<file path="src/rtl/segdisplay_mux.sv">
// rtl/segdisplay_mux.sv - multiplexed seven-segment display controller with register window
// Optional leading-zero suppression is built when SEGDISPLAY_LZS_EN is defined.
module segdisplay_mux #(
  parameter int DIGITS      = 8,
  parameter int CLK_DIVISOR = 32768
) (
  input  logic              clk_i,
  input  logic              rst_ni,
  output logic [DIGITS-1:0] dsp_anode_o,
  output logic [7:0]        dsp_cathode_o,
  input  logic              chip_select_i,
  input  logic [1:0]        addr_i,
  output logic [31:0]       read_data_o,
  input  logic [31:0]       write_data_i,
  input  logic [3:0]        write_mask_i
);

  localparam int SW = $clog2(CLK_DIVISOR);
  localparam int IW = (DIGITS > 1) ? $clog2(DIGITS) : 1;

  logic [4*DIGITS-1:0] value_q, value_d;
  logic [DIGITS-1:0]   dp_q, dp_d, blank_q, blank_d;
  logic [3:0]          bright_q, bright_d;
  logic [SW-1:0]       slot_q, slot_d;
  logic [IW-1:0]       idx_q, idx_d;
  logic [DIGITS-1:0]   anode_q, anode_d;
  logic [7:0]          cathode_q, cathode_d;
  logic                lzs_bit;
`ifdef SEGDISPLAY_LZS_EN
  logic                lzs_q, lzs_d;
  assign lzs_bit = lzs_q;
`else
  assign lzs_bit = 1'b0;
`endif

  logic [31:0] rdata, wr_word;
  logic [3:0]  phase, nibble;
  logic        dp_bit, blank_bit, lit;
  logic [6:0]  glyph;

  // Read mux: digits beyond DIGITS are simply never placed into the word.
  always_comb begin
    rdata = '0;
    for (int i = 0; i < DIGITS; i++) begin
      if (addr_i == 2'(i / 8)) rdata[4*(i%8) +: 4] = value_q[4*i +: 4];
      if (addr_i == 2'd2) begin
        rdata[i]      = dp_q[i];
        rdata[16 + i] = blank_q[i];
      end
    end
    if (addr_i == 2'd3) rdata = {27'h0, lzs_bit, bright_q};
  end

  assign read_data_o = rdata;

  always_comb begin
    wr_word  = rdata;
    value_d  = value_q;
    dp_d     = dp_q;
    blank_d  = blank_q;
    bright_d = bright_q;
`ifdef SEGDISPLAY_LZS_EN
    lzs_d    = lzs_q;
`endif
    for (int b = 0; b < 4; b++) begin
      if (write_mask_i[b]) wr_word[8*b +: 8] = write_data_i[8*b +: 8];
    end
    if (chip_select_i) begin
      for (int i = 0; i < DIGITS; i++) begin
        if (addr_i == 2'(i / 8)) value_d[4*i +: 4] = wr_word[4*(i%8) +: 4];
        if (addr_i == 2'd2) begin
          dp_d[i]    = wr_word[i];
          blank_d[i] = wr_word[16 + i];
        end
      end
      if (addr_i == 2'd3) begin
        bright_d = wr_word[3:0];
`ifdef SEGDISPLAY_LZS_EN
        lzs_d    = wr_word[4];
`endif
      end
    end
  end

  always_comb begin
    slot_d = slot_q + SW'(1);
    idx_d  = idx_q;
    if (slot_q == '1) idx_d = (idx_q == IW'(DIGITS - 1)) ? '0 : idx_q + IW'(1);
  end

  always_comb begin
    phase     = slot_q[SW-1 -: 4];
    nibble    = '0;
    dp_bit    = 1'b0;
    blank_bit = 1'b0;
    for (int i = 0; i < DIGITS; i++) begin
      if (idx_q == IW'(i)) begin
        nibble    = value_q[4*i +: 4];
        dp_bit    = dp_q[i];
        blank_bit = blank_q[i];
      end
    end
  end

  always_comb begin
`ifdef SEGDISPLAY_LZS_EN
    logic [IW-1:0] hi;
    hi = '0;
    for (int i = 0; i < DIGITS; i++) begin
      if (value_q[4*i +: 4] != 4'h0) hi = IW'(i);
    end
`endif
    lit = (phase != 4'd0) && (phase <= bright_q) && !blank_bit;
`ifdef SEGDISPLAY_LZS_EN
    if (lzs_q && (idx_q > hi)) lit = 1'b0;
`endif
  end

  always_comb begin
    case (nibble)
      4'h0: glyph = 7'h40;  4'h1: glyph = 7'h79;  4'h2: glyph = 7'h24;  4'h3: glyph = 7'h30;
      4'h4: glyph = 7'h19;  4'h5: glyph = 7'h12;  4'h6: glyph = 7'h02;  4'h7: glyph = 7'h78;
      4'h8: glyph = 7'h00;  4'h9: glyph = 7'h10;  4'hA: glyph = 7'h08;  4'hB: glyph = 7'h03;
      4'hC: glyph = 7'h46;  4'hD: glyph = 7'h21;  4'hE: glyph = 7'h06;  default: glyph = 7'h0E;
    endcase
  end

  always_comb begin
    for (int i = 0; i < DIGITS; i++) anode_d[i] = !(lit && (idx_q == IW'(i)));
    cathode_d = lit ? {!dp_bit, glyph} : 8'hFF;
  end

  always_ff @(posedge clk_i) begin
    if (!rst_ni) begin
      value_q   <= '0;
      dp_q      <= '0;
      blank_q   <= '0;
      bright_q  <= 4'hF;
`ifdef SEGDISPLAY_LZS_EN
      lzs_q     <= 1'b0;
`endif
      slot_q    <= '0;
      idx_q     <= '0;
      anode_q   <= '1;
      cathode_q <= 8'hFF;
    end else begin
      value_q   <= value_d;
      dp_q      <= dp_d;
      blank_q   <= blank_d;
      bright_q  <= bright_d;
`ifdef SEGDISPLAY_LZS_EN
      lzs_q     <= lzs_d;
`endif
      slot_q    <= slot_d;
      idx_q     <= idx_d;
      anode_q   <= anode_d;
      cathode_q <= cathode_d;
    end
  end

  assign dsp_anode_o   = anode_q;
  assign dsp_cathode_o = cathode_q;

endmodule

</file>
<file path="config.mk">
export PLATFORM = sky130hd
export DESIGN_NAME = segdisplay_mux
export DESIGN_NICKNAME = d
export VERILOG_FILES = /design/src/rtl/segdisplay_mux.sv
export SDC_FILE = /design/constraint.sdc
export NUM_CORES = 1
export LEC_CHECK = 0
export CAP_MARGIN = 20
export CORE_MARGIN = 5
export CORE_UTILIZATION = 56
export DETAILED_ROUTE_END_ITERATION = 12
export PLACE_DENSITY = 0.85
export SYNTH_ARGS = -nofsm -noshare
export SYNTH_HDL_FRONTEND = slang
export SYNTH_SLANG_ARGS = --single-unit
</file>
<file path="constraint.sdc">
create_clock -name clk_i -period 4.75 [get_ports clk_i]
set_clock_uncertainty 0.2 [all_clocks]
set_input_delay 0.95 -clock clk_i [delete_from_list [all_inputs] [get_ports clk_i]]
set_output_delay 0.95 -clock clk_i [all_outputs]
set_load 0.05 [all_outputs]
</file>
Yosys cells after proc, flatten, opt, wreduce, memory -nomap -nowiden
Memory sizes are Yosys's and may differ from the RTL's. A register that Yosys moved wholly into a read port is not among the register bits.
Cells that the tools add are included.
- output and inout bits: 48
- memories: 1
- logic and storage cells: 104
- input port bits: 41
- flip-flop bits (word level): 86
- ROM bits: 112
- multiplexer cells: 54
- eq/ne operators: 10
- reduce and logical (&&, ||, !) cells: 28
- add/subtract/negate cells: 2
- magnitude comparators: 1
- memory list (name ; depth ; width ; read ports ; clocked after memory_dff ; wr ports ; line ; source):
    (name not given) ; 16 ; 7 ; 1 ; 1 ; 0 ; 120 ; case (nibble)
- operators with widths (operator ; count):
    4-bit 2-to-1 mux ; 16
    1-bit 2-to-1 mux ; 32
    32-bit 2-to-1 mux ; 1
    8-bit 2-to-1 mux ; 4
    15-bit by 1-bit adder with 15-bit output (second input constant) ; 1
    15-bit == test (second input constant) ; 1
    3-bit == test (second input constant) ; 4
    1-bit logical NOT ; 11
    1-bit logical AND ; 10
    2-bit AND reduction ; 4
    3-bit by 2-bit == test with 1-bit output (second input constant) ; 2
    2-bit == test (second input constant) ; 2
    4-bit <= comparator ; 1
    4-bit nonzero test ; 1
    3-bit by 1-bit adder with 3-bit output (second input constant) ; 1
    3-bit by 1-bit == test with 1-bit output (second input constant) ; 1
    3-bit logical NOT ; 1
    3-bit 2-to-1 mux ; 1
    2-bit logical NOT ; 1

Logic depth before layout (Yosys ltp)
- depth after elaboration: 13
- mapped depth: 14
- depth with buffers taken out: 13

Worst setup path after synthesis
OpenSTA, ideal clock, no wires.
- path type: in2out
- from: in addr_i[0]
- to: out read_data_o[13]
- data required time: 3.600 ns
- cell stages on the path: 4
- arrival: 2.603 ns
- path buffers: 3
- path slack: 0.997 ns
- cells stage by stage: clkbuf_1 -> clkbuf_1 -> clkbuf_1 -> nor3_1
- word-level cells in the longest chain between the ends: 3
- elaborated cells on any way between the ends: 4
- those cells by class: eq/ne (1); mux (2); reduce/logical (1)
- RTL lines (what ; line ; source):
    start, declared ; 12 ; input logic [1:0] addr_i,
    2-bit logical NOT ; 45 ; if (addr_i == 2'(i / 8)) rdata[4*(i%8) +: 4] = value_q[4*i +: 4];
    4-bit 2-to-1 mux ; 45 ;
    32-bit 2-to-1 mux (*) ; 51 ; if (addr_i == 2'd3) rdata = {27'h0, lzs_bit, bright_q};
    end, declared ; 13 ; output logic [31:0] read_data_o,
Every way passes the cells marked *; elsewhere a longest branch is shown, timed or not.

Worst setup path in the final report
- from: in addr_i[0]
- to: out read_data_o[26]
The elaborated chain is that of the path after synthesis.

==> impl_metrics.toml <==
[yosys]
syn_area_sq_mm = 0.004561
synth_fa_ha_area_frac = 0.04664
yosysSeqAreaShare = 0.3775
synth_top_family_by_area = "simple AND/OR/NAND/NOR gates"
syn-mean-instance-area_sq_um = 8.203
netlist.area_leader.share = 0.3775
ys.flop_type = "dfxtp_1"
synthXorXnorAreaFrac = 0.01920
postSynthCellCount = 556
ys_seq_elements = 86
ys_types = 54
muxShareOfSynthArea = 0.06337
synth_edf_count = 0
yosysTopAreaCell = "dfxtp_1"
synthTopCellsByArea = "dfxtp_1 (38%), nand2_1 (8.2%), ha_1 (4.7%), mux2i_1 (4.6%), o211a_1 (4.4%)"
async_flop_share = 0
yosysWarningCount = 0
synth-compound-area-share = 0.2170
yosys.area_share.simple = 0.2236
syn_nets = 614

[route]
drt_pass1_iterations = 7
wire_per_inst_um = 16.71
drt-initial-drc-count = 322
drc = 0
ant_nets = 0
viasPerCell = 5.920
via_count = 4345
finalWirelength_um = 12260

[placed_design]
gp_congestion = 0.8733
placed_area_sq_mm = 0.005623
pre_cts_slack_ns = 0.7571
place_hpwl_um = 8924
port_buffers = 88

[grt]
antenna_found_initial = 0
grt_pass1_vias = 4037
grt_pass1_wl_um = 20000
grt_overflow = 0
grt_max_degree = 52
grt_usage = 0.2457

[job]
cap_violations = 0

[critical_path]
cp_common_cell = "clkdlybuf4s50_1"
r2r_start = "idx_q[0]$_SDFFE_PN0N_"
crit_chain = "clkdlybuf4s50_1 -> nor3_1 -> clkdlybuf4s50_1"
ff2ff_path_depth = 13
r2r_setup_slack_ns = 1.10
critical_path.max_stage_delay_ns = 0.85
cp_top_family = "buffers and inverters"
arrival_ns = 2.87
end_kind = "primary output"
worst_ep_required_time_ns = 3.60
reg2reg_to = "dsp_cathode_o[0]$_SDFF_PN1_"
cp-start-kind = "input port"
crit_path_top_delay_cell = "clkdlybuf4s50_1"
crit_fanout = 16
crit_buf_inv = 2
crit_type = "in -> out"

[sta]
fin_crit_ns = 4.019
fin_ws_ns = 0.7306
setup_viol = 0
fin_tns_setup_ns = 0
worstMarginPinSlew_ns = 0.8198
period_share = 0.8462
slew_headroom = 0.4535
rsz0062_at_grt = "no"
max_freq_mhz = 248.8
hold_viol = 0
maxSlewViolCount = 0

[clock_tree]
post_cts_buffers = 0
cts_tree = "done"
clk_latency_ns = 0.36
clock-root-buffer = "clkbuf_8"
cts_buffers = 9
cts_max_path_buffers = 2
htree_levels = 3
clock-sinks = 86
clk_pin_slew_worst_paths_ns = 0.09
holdBufCountCts = 0
post_cts.resized_instances = 0

[hold_path]
hp-start = "slot_q[0]$_SDFF_PN0_"
min_to = "slot_q[0]$_SDFF_PN0_"
whs_path_depth = 1
hp-class = "reg -> reg"

[cells_and_area]
antenna_cells = 0
layout_common_cells = "nand2_1 (100), dfxtp_1 (86), clkdlybuf4s50_1 (59)"
drive_gt1_frac = 0.1113
area_growth_syn_to_layout_pct = 27.16
nets = 682
final_common_cell = "nand2_1"
finalInstanceArea_sq_mm = 0.005799
utilization = 0.7166

[die]
coreArea_sq_mm = 0.008093
die_area_sq_mm = 0.01005
fp-row-count = 33
floorplan.initialDensity = 0.5635
io_pins = 89
die-height_um = 100.2
die-width_um = 100.2

[power_and_ir_drop]
ir_drop_mv = 0.1464
p_total_w = 0.001420
p_per_area_mw_per_mm2 = 244.9
power_leakage_nw = 2.434

[status]
status = "complete, no violations"
stage by stage:
stage | instances | hold slack, ns
5_1_grt | 734 | 0.2934
2_1_floorplan | 556 | 0.2135
3_5_place_dp | 718 | 0.2369
4_1_cts | 734 | 0.2499
6_report | 734 | 0.2511
3_3_place_gp | 718 | 0.2263
how the worst max path moves through the flow:
stage / start / endpoint / slack [ns] / cells past startpoint
after floorplan: addr_i[0] / read_data_o[13] / 1.0 / 4
after global placement: addr_i[0] / read_data_o[31] / 0.78 / 3
after detailed placement: addr_i[0] / read_data_o[31] / 0.76 / 3
after CTS: addr_i[0] / read_data_o[31] / 0.76 / 3
after global routing: addr_i[0] / read_data_o[27] / 0.63 / 5
final: addr_i[0] / read_data_o[26] / 0.73 / 3
kinds of logic after synthesis:
group	after synthesis
xor+xnor	10
fa+ha+maj	17
buf+inv	61
flops	86
mux	28
compound gates	137
simple gates	217
synth_stat cells (4+ instances only):
cell type and instances:
nand2_1 100, dfxtp_1 86, nor2_1 34, a21oi_1 30, clkbuf_1 28, o21ai_0 25
and2_1 23, mux2i_1 21, o211a_1 20, inv_1 19, nor3_1 18, ha_1 17
a21boi_0 16, nand3_1 14, a211oi_1 10, buf_2 9, mux2_2 7, o211ai_1 6
a22o_1 5, and3_1 5, nand2b_1 5, or3_1 5, xnor2_1 5, xor2_1 5
a31oi_1 4, buf_1 4
where the power goes:
part	leakage [nW]	total (W)	switching, W	internal (W)
combinational	1.65	0.000193	0.000104	0.0000887
clock	0.0893	0.000470	0.000266	0.000205
sequential	0.699	0.000757	0.0000177	0.000740
final cells by class:
cell class,count,area (sq um)
multi-input combinational,409,2599
fill,655,2293
timing repair buffer,98,1096
clock inverter,5,35.03
tap,105,131.4
sequential,86,1722
inverter,20,75.07
clock buffer,11,141.4
worst reg2reg max path, delay by kind of cell (launching register included):
| kind | cells | cell delay [ns] |
|---|---|---|
| AO/OA/AOI/OAI | 6 | 1.01 |
| adder cells (fa/ha/maj) | 2 | 0.80 |
| buffers and inverters | 2 | 0.23 |
| flip-flops | 1 | 0.35 |
| AND/OR/NAND/NOR | 3 | 0.95 |
state kept, by name, indices dropped and copies added, names as in the netlist:
| register | flops |
|---|---|
| dsp_cathode_o | 8 |
| value_q | 32 |
| idx_q | 3 |
| dp_q | 8 |
| blank_q | 8 |
| bright_q | 4 |
| dsp_anode_o | 8 |
| slot_q | 15 |
routing by layer:
metal,vias to the layer above,global-route usage,wire (um)
met5,-,0,0
met4,0,0.07254,318
met3,38,0.04656,853
met2,180,0.4164,6015
met1,2054,0.3178,5075
li1,2073,-,-
Note: power is estimated with default switching activity, not from simulation.
